**config.mk**
```make
export PLATFORM = sky130hd
export DESIGN_NAME = seq_detector_p
export DESIGN_NICKNAME = d
export VERILOG_FILES = /design/src/rtl/seq_detector_p.sv
export SDC_FILE = /design/constraint.sdc
export NUM_CORES = 1
export LEC_CHECK = 0
export CORE_MARGIN = 2
export CORE_UTILIZATION = 53
export DETAILED_ROUTE_END_ITERATION = 6
export HOLD_SLACK_MARGIN = 0.06
export PLACE_DENSITY = 0.79
export SYNTH_ARGS = -nofsm -noshare
export SYNTH_HDL_FRONTEND = slang
export SYNTH_SLANG_ARGS = --single-unit
```
**constraint.sdc**
```tcl
create_clock -name clk -period 4.54 [get_ports clk]
set_input_delay 0.908 -clock clk [delete_from_list [all_inputs] [get_ports clk]]
set_output_delay 0.908 -clock clk [all_outputs]
set_load 0.005 [all_outputs]
```
**src/rtl/seq_detector_p.sv**
```systemverilog
// Runtime-programmable sequence detector over a stream of SYM_W-bit symbols.
// Matches the newest len accepted symbols against a stored pattern; registered match pulse and saturating counter.
module seq_detector_p #(
  parameter int unsigned SYM_W       = 2,
  parameter int unsigned MAX_LEN     = 8,
  parameter int unsigned LEN_W       = 4,
  parameter int unsigned CNT_W       = 8,
  parameter int unsigned DEF_LEN     = 3,
  parameter logic [MAX_LEN*SYM_W-1:0] DEF_PATTERN = 16'h0039,
  parameter bit          DEF_OVERLAP = 1'b1
) (
  input  logic                     clk,
  input  logic                     reset,
  input  logic                     in_valid,
  input  logic [SYM_W-1:0]         sym,
  input  logic                     cfg_we,
  input  logic [LEN_W-1:0]         cfg_len,
  input  logic [MAX_LEN*SYM_W-1:0] cfg_pattern,
  input  logic                     cfg_overlap,
  input  logic                     cnt_clr,
  output logic                     match,
  output logic [CNT_W-1:0]         match_cnt,
  output logic [LEN_W-1:0]         fill
);

  localparam int PAT_W = MAX_LEN * SYM_W;
  localparam logic [LEN_W-1:0] MAX_LEN_L = LEN_W'(MAX_LEN);

  logic [SYM_W-1:0] hist [MAX_LEN];
  logic [SYM_W-1:0] win  [MAX_LEN];
  logic [LEN_W-1:0] len_q;
  logic [PAT_W-1:0] pattern_q;
  logic             overlap_q;
  logic [LEN_W-1:0] len_clamped;
  logic             enough;
  logic             all_eq;
  logic             hit;

  always_comb begin
    // NOTE: every always_comb output gets a default first so no latch is inferred.
    len_clamped = cfg_len;
    if (cfg_len == '0)
      len_clamped = LEN_W'(1);
    else if (cfg_len > MAX_LEN_L)
      len_clamped = MAX_LEN_L;
  end

  // Window seen by the comparator: the incoming symbol is the newest entry.
  always_comb begin
    win[0] = sym;
    for (int k = 1; k < int'(MAX_LEN); k++)
      win[k] = hist[k-1];
  end

  always_comb begin
    enough = (int'(fill) + 1 >= int'(len_q));
    all_eq = 1'b1;
    for (int j = 0; j < int'(MAX_LEN); j++) begin
      if (j < int'(len_q)) begin
        if (win[j] != pattern_q[(int'(len_q) - 1 - j) * SYM_W +: SYM_W])
          all_eq = 1'b0;
      end
    end
    hit = in_valid && enough && all_eq;
  end

  always_ff @(posedge clk) begin
    // NOTE: sequential state uses non-blocking assignments so every register samples pre-edge values.
    if (reset) begin
      // NOTE: history is cleared explicitly; the fill guard already hides stale entries, but a known state eases debug.
      for (int k = 0; k < int'(MAX_LEN); k++)
        hist[k] <= '0;
      fill      <= '0;
      match     <= 1'b0;
      match_cnt <= '0;
      len_q     <= LEN_W'(DEF_LEN);
      pattern_q <= DEF_PATTERN;
      overlap_q <= DEF_OVERLAP;
    end else if (cfg_we) begin
      for (int k = 0; k < int'(MAX_LEN); k++)
        hist[k] <= '0;
      fill      <= '0;
      match     <= 1'b0;
      match_cnt <= '0;
      len_q     <= len_clamped;
      pattern_q <= cfg_pattern;
      overlap_q <= cfg_overlap;
    end else begin
      match <= hit;
      if (in_valid) begin
        for (int k = int'(MAX_LEN) - 1; k > 0; k--)
          hist[k] <= hist[k-1];
        hist[0] <= sym;
        // A non-overlapping hit restarts the window so earlier symbols cannot be reused.
        if (hit && !overlap_q)
          fill <= '0;
        else if (fill < MAX_LEN_L)
          fill <= fill + 1'b1;
      end
      if (cnt_clr)
        match_cnt <= '0;
      else if (hit && (match_cnt != {CNT_W{1'b1}}))
        match_cnt <= match_cnt + 1'b1;
    end
  end

endmodule

```
# After elaboration in Yosys (flattened, before gate mapping)
# Memories as Yosys holds them, arrays and structs flattened.
# Index checks and enable logic that the tools add are counted.
# op_classes
reduce_logical,10
eq_ne,9
bitwise_logic,16
n_addsub,11
mux,45
shifts,8
n_lt_le_gt_ge,11
# op_table
op,count
16-bit by 33-bit indexed part select with 2-bit output,8
31-bit by 3-bit subtractor with 31-bit output (second input constant),3
31-bit by 2-bit subtractor with 31-bit output (second input constant),2
2-bit two-way mux,16
31-bit by 1-bit subtractor with 31-bit output (second input constant),1
1-bit two-way mux,25
3-bit by 4-bit less-than comparator with 1-bit output (first input constant),4
4-bit two-way mux,4
2-bit inequality test,8
1-bit bitwise OR,16
8-bit by 1-bit adder with 8-bit output (second input constant),1
1-bit by 4-bit less-than comparator with 1-bit output (first input constant),2
2-bit by 4-bit less-than comparator with 1-bit output (first input constant),2
8-bit inequality test (second input constant),1
5-bit by 4-bit subtractor with 6-bit output (second input constant),1
4-bit by 1-bit adder with 5-bit output (second input constant),1
5-bit by 4-bit >= comparator with 1-bit output,1
4-bit by 1-bit subtractor with 5-bit output (second input constant),1
4-bit by 1-bit adder with 4-bit output (second input constant),1
4-bit greater-than comparator (second input constant),1
1-bit logical AND,4
4-bit zero test,1
4-bit less-than comparator (second input constant),1
3-bit OR reduction,1
4 further kinds,4
# word_totals
regBits,34
wordCells,117
ramBits,16
mem_count,1
out_inout_bits,13
inputBits,28
# memory_table
memory,depth,width,rd,rd_ports_with_merged_regs,write_ports,line,source
hist,8,2,7,0,8,29,logic [SYM_W-1:0] hist [MAX_LEN];

# Depth between registers and ports, before layout
# Gate-level depths: netlist of run 1.
# depth
ltp_word,23
mapped_depth,18
ltp_nobuf,14

# Worst setup path before layout of run 1
# No wires, ideal clock.
# synth_path
path_type,flip-flop to flip-flop
from,register len_q[1]
to,register match_cnt[7]
path_stages_with_launch,19
arrival_time_ns,4.357
path_slack_ns,0.113
t_required_ns,4.470
synth_period_minus_slack_ns,4.427
path_cell_list,dfxtp_1 clkbuf_1 inv_1 ha_1 buf_6 buf_6 inv_2 ha_1 clkbuf_1 inv_1 a2111oi_0 o41ai_1 a2111oi_2 a211oi_1 or4_1 o31a_1 buf_6 or4_1 a21oi_1
# synth_via
elab_chain_len,21
elab_cells_between_ends,52
cone_classes,add/sub (8); order compare (9); eq/ne (8); shift (8); mux (16); reduce/logical (3)
# synth_rtl
item,line,source
"start, declared",31,logic [LEN_W-1:0] len_q;
"start signal, assigned",76,len_q <= LEN_W'(DEF_LEN);
"start signal, assigned",85,len_q <= len_clamped;
"parallel branches: the longest is 19 deep, another holds 31-bit by 1-bit subtractor with 31-bit output",--,
1-bit logical AND *,64,hit = in_valid && enough && all_eq;
1-bit logical AND *,102,else if (hit && (match_cnt != {CNT_W{1'b1}}))
"end signal, assigned",103,match_cnt <= match_cnt + 1'b1;
"end, declared",22,"output logic [CNT_W-1:0] match_cnt,"
# Mark *: on every way between the ends.
# A chain may end at the register's enable or synchronous reset.

# Worst setup path in the final report of run 1
# layout_path
from,register len_q[0]
to,register match_cnt[7]
# Same word-level chain as after synthesis.

==> results of run 1 <==
==> stage by stage <==
stage	total power [mW]	cells	cell area (um^2)
final	1.297	561	4676
after global routing	1.349	561	4676
after CTS	1.288	561	4676
after detailed placement	0.9309	553	4543
after global placement	0.9136	553	4543
after floorplan	0.8149	426	4044
==> worst paths after layout <==
check | from | slack, ps | to | depth (start not counted)
worst max-delay path | len_q[0]$_SDFFE_PP1P_ | 290 | match_cnt[7]$_SDFFE_PP0P_ | 12
worst min-delay path | match_cnt[4]$_SDFFE_PP0P_ | 510 | match_cnt[4]$_SDFFE_PP0P_ | 2
worst max register to register | len_q[0]$_SDFFE_PP1P_ | 290 | match_cnt[7]$_SDFFE_PP0P_ | 12
worst min register to register | match_cnt[4]$_SDFFE_PP0P_ | 510 | match_cnt[4]$_SDFFE_PP0P_ | 2
==> power groups by stage <==
| stage | Sequential [mW] | Clock, mW | Combinational (mW) |
|---|---|---|---|
| 2_1_floorplan | 0.477 | 0 | 0.338 |
| 3_3_place_gp | 0.486 | 0 | 0.427 |
| 3_5_place_dp | 0.487 | 0 | 0.443 |
| 4_1_cts | 0.478 | 0.362 | 0.448 |
| 5_1_grt | 0.482 | 0.379 | 0.488 |
| 6_report | 0.479 | 0.360 | 0.458 |
==> registers in the layout (all words and copies together), names as in the netlist <==
name and cells:
fill 4, match_cnt 8, match 1, len_q 4, overlap_q 1, pattern_q 16
hist 14
==> critical path, delay by kind of cell (launching register included) <==
kind / cells / cell delay, ps
AOI/OAI and AO/OA: 4 / 910
xor gates and xnor gates: 1 / 120
adders and majority gates: 2 / 890
buffers and inverters: 1 / 70
DFF: 1 / 390
muxes: 2 / 720
and+or+nand+nor: 2 / 1100
==> layout make-up <==
type	instances	area [um^2]
Timing Repair Buffer	55	525.5
Clock buffer	6	93.84
Sequential cell	48	1061
Clock inverter	2	38.79
Tap cell	99	123.9
Inverter	14	52.55
Multi-Input combinational cell	337	2780
Fill cell	585	2655
==> kinds of logic (layout without fill, tap and decap cells) <==
| group | after synthesis | in the layout | synth area share [%] |
|---|---|---|---|
| AOI/OAI and AO/OA | 86 | 86 | 14.98 |
| xor gates and xnor gates | 18 | 18 | 4.424 |
| adders and majority gates | 19 | 19 | 5.879 |
| buffers and inverters | 41 | 77 | 5.012 |
| DFF | 48 | 48 | 26.24 |
| muxes | 66 | 66 | 23.33 |
| and+or+nand+nor | 148 | 148 | 20.14 |
==> cell usage after synthesis (3+ instances only) <==
library cell	count	area share, %
sky130_fd_sc_hd__nor3_1	8	0.99
sky130_fd_sc_hd__or4_1	5	0.93
sky130_fd_sc_hd__and3_1	15	2.3
sky130_fd_sc_hd__o31ai_1	5	0.93
sky130_fd_sc_hd__or3_1	8	1.2
sky130_fd_sc_hd__nor4b_1	4	0.87
sky130_fd_sc_hd__nor2_1	37	3.4
sky130_fd_sc_hd__o211ai_1	4	0.74
sky130_fd_sc_hd__buf_4	3	0.56
sky130_fd_sc_hd__a211o_1	7	1.5
sky130_fd_sc_hd__a21oi_1	16	2.0
sky130_fd_sc_hd__clkbuf_1	13	1.2
sky130_fd_sc_hd__o21ai_0	15	1.9
sky130_fd_sc_hd__nand4_1	3	0.46
sky130_fd_sc_hd__inv_1	11	1.0
sky130_fd_sc_hd__nor4_1	6	0.93
sky130_fd_sc_hd__a211oi_1	5	0.93
sky130_fd_sc_hd__edfxtp_1	10	7.4
sky130_fd_sc_hd__dfxtp_1	38	19
sky130_fd_sc_hd__nand2b_1	8	1.2
sky130_fd_sc_hd__a22o_1	4	0.87
sky130_fd_sc_hd__nor2b_1	7	1.1
sky130_fd_sc_hd__nand3_1	15	1.9
sky130_fd_sc_hd__mux2i_1	38	9.4
sky130_fd_sc_hd__xor2_1	6	1.3
sky130_fd_sc_hd__xnor2_1	10	2.2
sky130_fd_sc_hd__buf_2	6	0.74
sky130_fd_sc_hd__nand2_1	20	1.9
sky130_fd_sc_hd__mux4_2	20	11
sky130_fd_sc_hd__buf_6	4	1.1
sky130_fd_sc_hd__a31oi_1	6	0.93
sky130_fd_sc_hd__mux2_2	6	1.7
sky130_fd_sc_hd__ha_1	19	5.9
==> metal layers <==
layer,up-vias,part of all wire [%]
li1,1696,-
met1,1769,42
met2,207,47
met3,43,7.3
met4,0,3.4
met5,-,0
==> results.md, run 1 <==
- The run finished with clean final reports.
- The critical path capture point type is a register.
- The part of the power in the clock network is 27.7%.
- The overflow left after global routing is 0.
- A synthesized cell averages 9.493 um^2.
- The critical path required time is 4790 ps.
- Dividing total power by cell area gives a power density of 277.3 nW/um^2.
- The number of endpoints failing setup at the final stage is 0.
- Before antenna repair, the detailed router went through 6 iterations.
- The met1 track demand over resource is 36.41%.
- Using the TritonRoute via totals, the vias-per-cell ratio works out to 6.622.
- Leaving out fill and tap cells, the most frequent cell in the layout is sky130_fd_sc_hd__clkdlybuf4s50_1.
- The post-CTS clock slew at the launch and capture registers of the worst setup and hold paths is 100 ps.
- For this run, global-route usage on met2 was measured as 42.47%.
- The routability-driven placement congestion ratio is 0.9060.
- The sequential cell area fraction in the yosys report is 26.24%.
- The transition at the pin with the smallest max-transition slack is 917.1 ps.
- The maximum number of pins on one net before global-route repair is 33.
- The global-route wire length before repair is 17.90 mm.
- The slack of the critical path is 287.3 ps.
- The total number of nets in the final design is 508.
- The met3 usage is 4.481%.
- The number of maximum-capacitance constraint violations is 0.
- The CTS sink count is 48.
- In the synthesized netlist the async set-or-reset flop fraction comes to 0%.
- The count of pins over their slew limit is 0.
- The top-level I/O count is 41.
- The floorplan die height is 91.35 um.
- The clock tree from TritonCTS is done.
- The clock tree buffer depth is 2.
- Yosys mapped a number of flops with a built-in enable equal to 10.
- The count of nets left with antenna violations once routing finished came out at 0.
- The number of different library cells used by synthesis comes to 67.
- The synthesis warning total is 0.
- The highest clock frequency the design can meet is 235.1 MHz.
- For this configuration, the core starts out at a cell density of 55.16%.
- The number of violations reported at the end of detailed-routing iteration 0 is 442.
- Cells fill 63.78% of the core in the end.
- The highest ir drop seen on vdd is 0.2562 mV.
- Along the worst path, the maximum fanout reaches 10.
- The minimum clock period after layout is 4253 ps.
- The buffer cell driving the clock tree root is sky130_fd_sc_hd__clkbuf_8.
- At the placement stage, the worst setup path has a slack of 337.8 ps.
- The final critical-path share of the clock period is 93.67%.
- For the worst setup path, the data arrival time is 4500 ps.
- The reported leakage power is 1.824 nW.
- The aggregate negative setup slack is 0 ps.
- Leaving out fill and tap cells, the most frequent cells in the layout are sky130_fd_sc_hd__clkdlybuf4s50_1 (40), sky130_fd_sc_hd__mux2i_1 (38), sky130_fd_sc_hd__dfxtp_1 (38).
- The internal power component is 864.7 uW.
- The placed wire-length estimate after detailed placement is 8.077 mm.
- In this run the most used layer during global routing was met2.
- The number of setup buffers added after CTS is 0.
- Dividing the detail-routed wire length by the instance count gives 19.50 um.
- The count of buffers added on input and output ports is 40.
- The count of endpoints failing hold in the final timing report is 0.
- The via count of the first global-routing pass came to 3,563.
- The synthesized netlist occupies a cell area of 4044 um^2.
- The floorplan step defined a die boundary enclosing 8345 um^2.
- The critical setup path kind is register to register.
- Across every metal layer, demand over resource in global routing totals 26.69%.
- The relative slew slack is 38.67%.
- The quantity of hold-fixing buffers added after cts is 0.
- Net switching is 33.32% of the power.
- The number of gates given a new drive strength after cts is 0.
- From left edge to right edge, the die measures 91.35 um.
- The signal on the critical path passes through inv_2 > ha_1 > ha_1 > mux4_2 > mux2i_4 > xnor2_1 > a2111oi_2 > a211oi_1 > or4_1 > o31a_1 > or4_1 > a21oi_1.
- The total CTS buffers is 5.
- 0 antenna diodes ended up in the layout.
- Setup repair after global routing left no endpoint under its margin.
- The routed wire length is 10.94 mm.
- The fraction of final layout cells sized beyond drive strength 1 is 13.85%.
- In the synthesized netlist, the number of instances is 426.
- For this block, the via count after detailed routing is 3,715.
- In the synthesized netlist the dominant register cell turns out to be sky130_fd_sc_hd__dfxtp_1.
- For this run, the slowest stage of the critical path takes 570 ps.
- The layout overhead on the synthesized area is 15.62%.
- The switching power is 432.1 uW.
- The number of placement rows is 31.
- The clock latency on the worst-skew pair is 310 ps.
- The register bit count reported by yosys is 48.
- The path type of the worst min-delay path is register to register.
- After floorplanning, the core was sized to cover 7331 um^2.
- The proportion of power drawn by combinational gates is 35.3%.
- The initial antenna violation count is 0.
- The slowest stage cell on the critical path is sky130_fd_sc_hd__or4_1.
- The post-route clock skew is 8.916 ps.
- The H-tree was split into 2 levels.
- Counting every net in the synthesized netlist gives 473.
- The startpoint type of the worst setup path is a register.
- The number of design rule violations left after detail routing is 0.
- The worst hold slack after final layout is 508.8 ps.
- Sequential cells account for 37.0% of the total power.
No activity file was read; power rests on OpenSTA's default activity.
==> run 2, diff against run 1 <==
SLEW_MARGIN = 20   (was default)
==> results of run 2 <==
Final layout, timing and power as in run 1 (identical DEF).
==> run 3, diff against run 2 <==
SETUP_SLACK_MARGIN = 0.2   (was default)
==> run 3 against run 2 <==
Net effect:
- clock skew grew 1.0 ps
- combinational power grew 0.9%
- non-clock buffer count grew 1
- first-iteration DRC count shrank 31%
- via count shrank 0.94%
- cell area shrank 0.19%
- die area is the same
==> results.md, run 3 (same netlist as run 1, synthesis figures left out) <==
- Largest registers ranked by flip-flop count: pattern_q (16), hist (14), match_cnt (8) (unchanged).
- The count of pins over their slew limit came to 0 (unchanged).
- The critical path required time is 4780 ps (was 4790 ps).
- The number of placement rows came to 31 (unchanged).
- The highest clock frequency the design can meet is 238.6 MHz (was 235.1 MHz).
- Setup repair after global routing missed its margin: no (unchanged).
- The met2 routed wirelength is 5.082 mm (was 5.151 mm).
- The number of setup buffers added after CTS is 0 (unchanged).
- The path type of the worst min-delay path is register to register (unchanged).
- The maximum level of the CTS H-tree is 2 (unchanged).
- The transition at the pin with the smallest max-transition slack is 891.6 ps (was 917.1 ps).
- The fraction of final layout cells sized beyond drive strength 1 is 14.44% (was 13.85%).
- The count of TritonRoute iterations in the first routing pass is 5 (was 6).
- The total power divided by cell area is 257.6 nW/um^2 (was 277.3 nW/um^2).
- The via count of the first global-routing pass is 3,463 (was 3,563).
- The commonest non-fill, non-tap cell in the layout is sky130_fd_sc_hd__clkdlybuf4s50_1 (unchanged).
- The largest fanout on the critical path is 7 (was 10).
- The die span in x is 91.35 um (unchanged).
- The routed wire length is 10.65 mm (was 10.94 mm).
- The largest register by flop count is pattern_q (unchanged).
- The maximum number of pins on one net before global-route repair is 31 (was 33).
- The total routing resource utilization after global routing is 25.17% (was 26.69%).
- The number of gates given a new drive strength after cts was 0 (unchanged).
- The sequential cell area came to 1061 um^2 (unchanged).
- The post-CTS clock slew at the launch and capture registers of the worst setup and hold paths is 90 ps (was 100 ps).
- The remaining antenna violation count after routing came to 0 (unchanged).
- The data arrival at the endpoint of the critical path is 4430 ps (was 4500 ps).
- The number of endpoints failing setup at the final stage is 0 (unchanged).
- The clock tree from TritonCTS is done (unchanged).
- Commonest cells after routing, fill and taps aside: sky130_fd_sc_hd__clkdlybuf4s50_1 (40), sky130_fd_sc_hd__mux2i_1 (38), sky130_fd_sc_hd__dfxtp_1 (38) (unchanged).
- The global-route wire length before repair was 17.06 mm (was 17.90 mm).
- The flip-flop count of the largest register, all copies and words added is 16 (unchanged).
- The slack of the critical path is 348.9 ps (was 287.3 ps).
- The die outline area is 8345 um^2 (unchanged).
- The total CTS buffers was 5 (unchanged).
- The number of violations reported at the end of detailed-routing iteration 0 was 307 (was 442).
- The startpoint type of the worst setup path was a register (unchanged).
- The routability-driven placement congestion ratio came to 0.9686 (was 0.9060).
- The area of combinational cells with multiple inputs is 2819 um^2 (was 2780 um^2).
- The number of vias per cell is 6.536 (was 6.622).
- The count of input and output buffers came to 40 (unchanged).
- The sum of routed wire segments on met1 was 4.593 mm (was 4.618 mm).
- The post-route clock skew is 9.943 ps (was 8.916 ps).
- The layout overhead on the synthesized area came to 15.41% (was 15.62%).
- The reported leakage power is 1.807 nW (was 1.824 nW).
- The final core area utilization is 63.66% (was 63.78%).
- The CTS sink count came to 48 (unchanged).
- The floorplan die height is 91.35 um (unchanged).
- The buffer cell driving the clock tree root is sky130_fd_sc_hd__clkbuf_8 (unchanged).
- The quantity of hold-fixing buffers added after cts is 0 (unchanged).
- The initial antenna violation count came to 0 (unchanged).
- The core footprint is 7331 um^2 (unchanged).
- The total number of nets in the final design came to 510 (was 508).
- The number of maximum-capacitance constraint violations is 0 (unchanged).
- The total of fill cells in the finished design was 601 (was 585).
- The post-place setup slack is 362.2 ps (was 337.8 ps).
- The top-level I/O count came to 41 (unchanged).
- The minimum clock period after layout is 4191 ps (was 4253 ps).
- Status: complete, no violations (unchanged).
- The count of endpoints failing hold in the final timing report came to 0 (unchanged).
- The final critical-path share of the clock period came to 92.31% (was 93.67%).
- The critical setup path kind is register to register (unchanged).
- The number of design rule violations left after detail routing was 0 (unchanged).
- The total number of vias was 3,680 (was 3,715).
- The starting density of the core was 55.16% (unchanged).
- The top layer used by detailed routing is met4 (unchanged).
- The highest ir drop seen on vdd is 0.2223 mV (was 0.2562 mV).
- The aggregate negative setup slack was 0 ps (unchanged).
- The critical path capture point type is a register (unchanged).
- The met3 layer wire length in the routed design is 671 um (was 798 um).
- The wire length per cell after detailed routing is 18.92 um (was 19.50 um).
- The relative slew slack came to 40.38% (was 38.67%).
- The overflow left after global routing came to 0 (unchanged).
- The clock latency on the worst-skew pair was 300 ps (was 310 ps).
- The placed wire-length estimate after detailed placement is 7.827 mm (was 8.077 mm).
- The antenna cell count is 0 (unchanged).
- The clock tree buffer depth is 2 (unchanged).
-- run 3: worst max-delay path, stage by stage (launching register included) --
cell and delay [ps]:
sky130_fd_sc_hd__dfxtp_1 380, sky130_fd_sc_hd__inv_2 100, sky130_fd_sc_hd__ha_1 280, sky130_fd_sc_hd__xor2_4 200, sky130_fd_sc_hd__buf_4 210, sky130_fd_sc_hd__ha_1 420
sky130_fd_sc_hd__mux4_2 530, sky130_fd_sc_hd__nor2_1 210, sky130_fd_sc_hd__nor4_1 90, sky130_fd_sc_hd__mux2_2 230, sky130_fd_sc_hd__nand3_1 220, sky130_fd_sc_hd__a211o_1 410
sky130_fd_sc_hd__o31a_1 180, sky130_fd_sc_hd__or4_1 510, sky130_fd_sc_hd__a21oi_1 140
-- run 3: report_power, final --
group	internal [mW]	switching, mW	leakage [nW]
Clock	0.108	0.153	0.0460
Combinational	0.217	0.245	1.33
Sequential	0.452	0.0274	0.427
-- run 3: stage by stage --
step	instance area [um^2]	cells	hold WS, ps	power, mW
2_1_floorplan	4045	426	475.7	0.8151
3_3_place_gp	4538	554	480.2	0.9094
3_5_place_dp	4538	554	500.2	0.9266
4_1_cts	4624	562	516.3	1.183
5_1_grt	4667	563	560.6	1.257
6_report	4667	563	511.7	1.202
-- run 3: routing by layer --
layer | track usage, % | vias to the layer above
li1 | - | 1705
met1 | 33.23 | 1785
met2 | 41.36 | 160
met3 | 4.232 | 30
met4 | 9.596 | 0
met5 | 0 | -
-- run 3: worst paths after layout --
check | from | to | slack, ps | depth (start not counted)
hold reg to reg | match_cnt[4]$_SDFFE_PP0P_ | match_cnt[4]$_SDFFE_PP0P_ | 510 | 2
hold / removal | match_cnt[4]$_SDFFE_PP0P_ | match_cnt[4]$_SDFFE_PP0P_ | 510 | 2
setup / recovery | len_q[0]$_SDFFE_PP1P_ | match_cnt[7]$_SDFFE_PP0P_ | 350 | 14
setup reg to reg | len_q[0]$_SDFFE_PP1P_ | match_cnt[7]$_SDFFE_PP0P_ | 350 | 14
-- run 3: area by class of cell --
| type | instances | area share [%] |
|---|---|---|
| flip-flops and latches | 48 | 22.73 |
| clock inverters | 3 | 0.3753 |
| well taps | 99 | 2.654 |
| repair buffers | 56 | 11.23 |
| multi-input cells | 338 | 60.40 |
| clock buffers | 5 | 1.475 |
| inverters | 14 | 1.126 |
